**config.mk**
```make
export PLATFORM = sky130hd
export DESIGN_NAME = serial_subtractor
export DESIGN_NICKNAME = d
export VERILOG_FILES = /design/src/rtl/serial_subtractor.sv
export SDC_FILE = /design/constraint.sdc
export NUM_CORES = 1
export LEC_CHECK = 0
export ABC_AREA = 1
export CAP_MARGIN = 25
export CORE_MARGIN = 2
export CORE_UTILIZATION = 40
export DETAILED_ROUTE_END_ITERATION = 8
export SYNTH_ARGS = -nofsm -noshare
export SYNTH_HDL_FRONTEND = slang
export SYNTH_SLANG_ARGS = --single-unit
```
**constraint.sdc**
```tcl
create_clock -name clk -period 2.9 [get_ports clk]
set_input_delay 0.29 -clock clk [delete_from_list [all_inputs] [get_ports clk]]
set_output_delay 0.29 -clock clk [all_outputs]
set_load 0.05 [all_outputs]
```
**src/rtl/serial_subtractor.sv**
```systemverilog
// Bit-serial a - b - bin, LSB first, one full-subtractor slice per clock.
// A borrow flop chains the slices; a start/busy/done FSM sequences each operation.

module full_subtractor (
   input  logic i_a,
   input  logic i_b,
   input  logic i_bin,
   output logic o_d,
   output logic o_bout
);
   assign o_d    = i_a ^ i_b ^ i_bin;
   assign o_bout = (~i_a & i_b) | (~(i_a ^ i_b) & i_bin);
endmodule

module serial_subtractor #(
   parameter int WIDTH = 8
) (
   input  logic             clk,
   input  logic             rst,
   input  logic             start,
   input  logic [WIDTH-1:0] a,
   input  logic [WIDTH-1:0] b,
   input  logic             bin,
   output logic             busy,
   output logic             done,
   output logic [WIDTH-1:0] diff,
   output logic             bout,
   output logic             ovf
);
   localparam int CW = $clog2(WIDTH);
   localparam logic [CW-1:0] LAST_CNT = CW'(WIDTH - 1);

   typedef enum logic [1:0] {IDLE, SHIFT, DONE} state_t;

   state_t           r_state;
   state_t           w_state_next;
   logic [WIDTH-1:0] r_a_sh;
   logic [WIDTH-1:0] r_b_sh;
   logic [WIDTH-1:0] r_res_sh;
   logic [WIDTH-1:0] r_diff;
   logic [CW-1:0]    r_cnt;
   logic             r_borrow;
   logic             r_a_msb;
   logic             r_b_msb;
   logic             r_bout;
   logic             r_ovf;

   logic             w_d;
   logic             w_br;
   logic             w_accept;
   logic             w_last;
   logic [WIDTH-1:0] w_res_next;
   logic             w_unused_res_lsb;

   full_subtractor u_cell (
      .i_a    (r_a_sh[0]),
      .i_b    (r_b_sh[0]),
      .i_bin  (r_borrow),
      .o_d    (w_d),
      .o_bout (w_br)
   );

   // Start is only honoured when no operation is in flight.
   assign w_accept   = start && ((r_state == IDLE) || (r_state == DONE));
   assign w_last     = (r_state == SHIFT) && (r_cnt == LAST_CNT);
   assign w_res_next = {w_d, r_res_sh[WIDTH-1:1]};
   // The oldest result bit falls off the shift register and is never needed.
   assign w_unused_res_lsb = r_res_sh[0];

   always_ff @(posedge clk or posedge rst) begin
      if (rst) begin
         r_state <= IDLE;
      end else begin
         r_state <= w_state_next;
      end
   end

   always_comb begin
      w_state_next = r_state;
      case (r_state)
         IDLE:    if (start) w_state_next = SHIFT;
         SHIFT:   if (w_last) w_state_next = DONE;
         DONE:    w_state_next = start ? SHIFT : IDLE;
         default: w_state_next = IDLE;
      endcase
   end

   always_ff @(posedge clk or posedge rst) begin
      if (rst) begin
         r_a_sh   <= '0;
         r_b_sh   <= '0;
         r_res_sh <= '0;
         r_diff   <= '0;
         r_cnt    <= '0;
         r_borrow <= 1'b0;
         r_a_msb  <= 1'b0;
         r_b_msb  <= 1'b0;
         r_bout   <= 1'b0;
         r_ovf    <= 1'b0;
      end else if (w_accept) begin
         r_a_sh   <= a;
         r_b_sh   <= b;
         r_borrow <= bin;
         r_cnt    <= '0;
         r_a_msb  <= a[WIDTH-1];
         r_b_msb  <= b[WIDTH-1];
      end else if (r_state == SHIFT) begin
         r_a_sh   <= {1'b0, r_a_sh[WIDTH-1:1]};
         r_b_sh   <= {1'b0, r_b_sh[WIDTH-1:1]};
         r_res_sh <= w_res_next;
         r_borrow <= w_br;
         r_cnt    <= r_cnt + 1'b1;
         // Results are published only once the final slice is known.
         if (w_last) begin
            r_diff <= w_res_next;
            r_bout <= w_br;
            r_ovf  <= (r_a_msb != r_b_msb) && (w_d != r_a_msb);
         end
      end
   end

   assign busy = (r_state == SHIFT);
   assign done = (r_state == DONE);
   assign diff = r_diff;
   assign bout = r_bout;
   assign ovf  = r_ovf;
endmodule

```
==> reports/results.ini, run 1 <==
[synth]
synth_nets=251
yosysUniqueCellTypes=18
yosysWarnings=0
synth_top_family_by_area=simple AND/OR/NAND/NOR gates
synth-seq-area-share=0.540
synth-simple-area-share=0.278
synth.mux.area_fraction=0
synth-xor-area-share=0
synth-compound-area-share=0.0527
netlist_instances=228
synth_area_per_cell_um2=8.33
synth_area_um2=1900
synth-seq-cells=41
synthAdderAreaFrac=0.0237

[drt]
vias=1472
firstDrtPassIters=4
drt-vias-per-instance=4.66
post-route-drc-count=0
wl_per_cell_um=11.1
drt_iter0_markers=85
drt_wl_total_um=3500
ant_nets=0

[cells_and_area]
layout-drive-gt1-share=0.0611
fill_cells=445
syn_to_final_growth_pct=23.9
final_net_count=284
num_antenna_cells=0

[die]
die-height_um=72.9
num_rows=25
ios=32
initial_core_util=0.408
fp.dieArea_um2=5320
core_area_um2=4660
die_width_um=72.9

[setup_path]
startpoint_type=register
cpPeakStageDelay_ns=0.84
worst_setup_path_end_kind=output port
crit_path_cell_trace=inv_2 -> nor2_4 -> clkdlybuf4s50_1
required_ns=2.61
crit_path_max_fanout=11
r2r_setup_slack_ns=1.35
critPathKind=register to output port
r2r_start=r_state[0]$_DFFE_PP0P_
arrival_ns=2.21
slowest_stage=clkdlybuf4s50_1
critPathTopFamily=buffers and inverters
timing.rr.end=r_a_sh[2]$_DFFE_PP0P_
crit_buf_inv=2
reg2reg_depth=6

[placed_design]
gp_congestion=0.762
place_hpwl_um=2360
numPortBuffers=31

[clock_network]
postCtsHoldBufs=0
cts.clk_slew.worst_paths_ns=0.08
tritoncts=done
htreeDepth=2
cts_sinks=41
root_buffer=clkbuf_8
cts_buffer_depth=2
post_cts.repair.setup_buffers=0
cts_resized=0
clock_latency_ns=0.29
cts_buffers=5

[power_and_ir_drop]
seqPwrFrac=0.369
irDropWorstVdd_mv=0.464
power.switching_mw=1.16
p_total_mw=2.70
clock_power_share=0.175
power.density_nw_per_um2=1150
p_int_mw=1.54
swShare=0.429
p_leak_nw=1.24
p_comb_frac=0.457

[sta]
tns_ns=0
hold_violations=0
finalCritPeriodShare=0.861
rsz0062_at_grt=false
drv_slew=0
setup_violations=0
fmax_mhz=401
min_period_ns=2.50
fin_skew_ns=0.00430
hold_ws_ns=0.419
maxSlewHeadroom=0.553
tightest_slew_ns=0.669

[grt]
track_usage=0.154
antenna_found_initial=0
grt_pass1_vias=1459
gr-total-overflow=0
grt_max_degree=42
grt_pass1_wl_um=6350

[status]
status=completed

[job]
drv_cap=0

[hold_path]
min_path_type=input pin to asynchronous set/reset pin

## state kept, by name, indices dropped and copies added, names as in the netlist
| signal | flops |
|---|---|
| bout | 1 |
| r_a_sh | 8 |
| r_res_sh | 7 |
| r_a_msb | 1 |
| r_state | 2 |
| diff | 8 |
| r_cnt | 3 |
| r_b_sh | 8 |
| r_borrow | 1 |
| r_b_msb | 1 |
| ovf | 1 |
## cell type report
class | count | area [um^2] | area share
tap | 54 | 67.6 | 0.0287
sequential | 41 | 1030 | 0.436
inverter | 40 | 153 | 0.0649
multi-input combinational | 141 | 673 | 0.286
clock buffer | 7 | 86.3 | 0.0367
timing repair buffer | 32 | 318 | 0.135
clock inverter | 1 | 30.0 | 0.0128
## power groups by stage
stage / clock, mW / sequential (mW) / combinational, mW
floorplan: 0 / 1.18 / 0.765
global placement: 0 / 1.01 / 1.23
detailed placement: 0 / 1.01 / 1.26
CTS: 0.488 / 0.998 / 1.26
global route: 0.511 / 1.04 / 1.40
finish: 0.472 / 0.997 / 1.24
## layout by cell type (no fill, tap or decap)
master	instances
nand2_1	85
dfrtp_1	41
inv_1	37
clkdlybuf4s50_1	31
nand3_1	24
o21ai_0	11
o21ai_1	8
clkbuf_8	6
nor2_1	4
inv_2	2
nand2_8	2
nand2_4	2
ha_1	2
nor2_4	1
inv_4	1
a21oi_1	1
fa_1	1
clkbuf_1	1
bufinv_16	1
buf_4	1
## cells in the mapped netlist
library cell  count  area share
a21oi_1           1      0.0026
buf_2             2      0.0053
buf_4             2      0.0079
buf_6             2       0.012
dfrtp_1          41        0.54
fa_1              1       0.011
ha_1              2       0.013
inv_1            37       0.073
inv_2             2      0.0040
inv_4             1      0.0033
nand2_1          85        0.17
nand2_4           2       0.012
nand2_8           2       0.021
nand3_1          24       0.063
nor2_1            4      0.0079
nor2_4            1      0.0059
o21ai_0          11       0.029
o21ai_1           8       0.021
## kinds of logic after synthesis
| logic type | after synthesis |
|---|---|
| AO/OA/AOI/OAI | 20 |
| adder cells (fa/ha/maj) | 3 |
| buffers and inverters | 46 |
| flip-flops | 41 |
| AND/OR/NAND/NOR | 118 |
## per-stage QoR
step	util	cells	setup slack, ns	area, um^2
floorplan	-	228	1.40	1900
CTS	0.505	316	0.378	2350
global placement	0.480	308	0.745	2240
detailed placement	0.480	308	0.731	2240
global route	0.505	316	0.282	2350
finish	0.505	316	0.404	2350
## how the worst max path moves through the flow
stage	slack (ns)	cells after the start	to	from
6_report	0.40	3	busy	r_state[0]$_DFFE_PP0P_
3_5_place_dp	0.73	3	busy	r_state[0]$_DFFE_PP0P_
4_1_cts	0.38	3	busy	r_state[0]$_DFFE_PP0P_
3_3_place_gp	0.75	3	busy	r_state[0]$_DFFE_PP0P_
2_1_floorplan	1.40	2	done	r_state[0]$_DFFE_PP0P_
5_1_grt	0.28	3	busy	r_state[0]$_DFFE_PP0P_
## routing by layer
layer  track usage  part of all wire  vias to the layer above
li1              -                 -                      754
met1         0.197              0.49                      686
met2         0.246              0.45                       24
met3        0.0345             0.028                        8
met4        0.0761             0.024                        0
met5             0                 0                        -
## worst reg2reg max path, stage by stage (launching register included)
cell and delay (ns):
dfrtp_1 0.64, inv_2 0.22, nand2_4 0.19, nand2_8 0.10, inv_4 0.19, nand2_1 0.09, nand2_1 0.07
Note: power is estimated with default switching activity, not from simulation.
==> run 2, diff against run 1 <==
- CELL_PAD_IN_SITES_DETAIL_PLACEMENT: unset -> 0
- CELL_PAD_IN_SITES_GLOBAL_PLACEMENT: unset -> 1
- PLACE_DENSITY_LB_ADDON: unset -> 0.1
- SETUP_SLACK_MARGIN: unset -> 0.4
==> run 2 against run 1 <==
Net effect: core utilization decreased by 0.75 points; power decreased by 4.1%; design area shrank 1.5%; wire length grew 3.5%; clock-buffer cell count shrank 1; maximum frequency rose by 12%; sequential power about the same; critical path depth did not move; clock power decreased by 24%; worst setup slack gained 0.26 ns; final cell count stayed put; sequential share of layout area up 0.66 points; largest cell class unchanged.
==> reports/results.ini, run 2 (synthesis results as in run 1) <==
[placed_design]
preCtsSetupSlack_ns=0.720
numPortBuffers=31
place_hpwl_um=2420
place_area_um2=2240
gp_congestion=0.720
placedCellCount=308

[cells_and_area]
fill_cells=473
num_antenna_cells=0
final_common_cell=nand2_1
final_cells=316
utilization=0.497
final_cell_area_um2=2320
final_cell_mix=nand2_1, dfrtp_1, inv_1
layout-drive-gt1-share=0.0611
final_net_count=284
syn_to_final_growth_pct=22.1

[sta]
drv_slew=0
min_period_ns=2.24
tns_ns=0
hold_ws_ns=0.437
tightest_slew_ns=0.651
setup_violations=0
fmax_mhz=447
hold_violations=0
rsz0062_at_grt=false
fin_skew_ns=0.00408
worst_slack_ns=0.664
maxSlewHeadroom=0.564
finalCritPeriodShare=0.771

[setup_path]
worst_setup_path_end_kind=output port
reg2reg_depth=6
crit_path_max_fanout=11
critPathKind=register to output port
crit_path_cell_trace=inv_2 -> nor2_4 -> dlygate4sd2_1
arrival_ns=1.95
required_ns=2.61
timing.rr.end=r_b_sh[4]$_DFFE_PP0P_
cp-startpoint=r_state[0]$_DFFE_PP0P_
r2r_setup_slack_ns=1.32
r2r_start=r_state[0]$_DFFE_PP0P_
cpPeakStageDelay_ns=0.66
slowest_stage=dfrtp_1
setup.worst_path.end=busy
startpoint_type=register

[power_and_ir_drop]
power.density_nw_per_um2=1120
irDropWorstVdd_mv=0.355
swShare=0.451
p_comb_frac=0.476
p_total_mw=2.59
clock_power_share=0.139
power.switching_mw=1.17
p_int_mw=1.42
seqPwrFrac=0.385
p_leak_nw=1.22

[drt]
firstDrtPassIters=4
drt_iter0_markers=64
drt-vias-per-instance=4.57
post-route-drc-count=0
vias=1444
drt_wl_total_um=3620
wl_per_cell_um=11.5
ant_nets=0

[die]
ios=32
die_width_um=72.9
die-height_um=72.9
num_rows=25
fp.dieArea_um2=5320
initial_core_util=0.408
core_area_um2=4660

[clock_network]
root_buffer=clkbuf_8
cts.clk_slew.worst_paths_ns=0.08
post_cts.repair.setup_buffers=0
cts_buffer_depth=2
postCtsHoldBufs=0
tritoncts=done
cts_sinks=41
htreeDepth=2
cts_buffers=5
cts_resized=1
clock_latency_ns=0.29

[grt]
track_usage=0.156
grt_pass1_wl_um=6330
grt_pass1_vias=1413
grt_max_degree=42
gr-total-overflow=0
antenna_found_initial=0

[status]
status=completed

[job]
drv_cap=0

[hold_path]
min_path_type=input pin to asynchronous set/reset pin

==> run 2: cell count changes in the layout (fill, tap and decap cells not counted), sizes merged <==
cell,before,now
clkinv,0,2
bufinv,1,0
clkbuf,7,6
clkdlybuf4s50,31,30
dlygate4sd2,0,1
==> run 2: worst min-delay path by stage <==
stage	startpoint	to	slack, ns	cells after the start
after floorplan	b[7]	r_b_sh[7]$_DFFE_PP0P_	0.42	2
after global placement	r_res_sh[1]$_DFFE_PP0P_	diff[0]$_DFFE_PP0P_	0.46	2
after detailed placement	r_res_sh[1]$_DFFE_PP0P_	diff[0]$_DFFE_PP0P_	0.46	2
after CTS	rst	diff[4]$_DFFE_PP0P_	0.45	3
after global routing	r_a_sh[5]$_DFFE_PP0P_	r_a_sh[5]$_DFFE_PP0P_	0.50	2
final	rst	diff[4]$_DFFE_PP0P_	0.44	3
==> run 2: layout make-up <==
cell class              count  area [um^2]  area share
repair buffers             32          317       0.137
well taps                  54         67.6      0.0291
clock buffers               6         72.6      0.0313
clock inverters             2         10.0     0.00432
multi-input cells         141          673       0.290
inverters                  40          153      0.0658
flip-flops and latches     41         1030       0.443
==> run 2: power groups by stage <==
stage               registers (mW)  clock network (mW)  logic, mW
CTS                           1.00               0.376       1.26
global placement              1.00                   0       1.25
floorplan                     1.18                   0      0.765
global route                  1.03               0.402       1.41
finish                        1.00               0.361       1.23
detailed placement            1.01                   0       1.26
==> run 2: critical path: cells and delay by family, from the launching register on <==
kind / cells / cell delay, ns
flip-flops: 1 / 0.66
AND/OR/NAND/NOR: 1 / 0.21
buffers and inverters: 2 / 0.78
==> run 2: routing by layer <==
metal / global-route usage / up-vias / share of wire / wire length [um]
met5: 0 / - / 0 / 0
met4: 0.0556 / 0 / 0.014 / 51
met3: 0.0456 / 5 / 0.039 / 142
met2: 0.240 / 30 / 0.45 / 1630
met1: 0.209 / 654 / 0.50 / 1800
li1: - / 755 / - / -
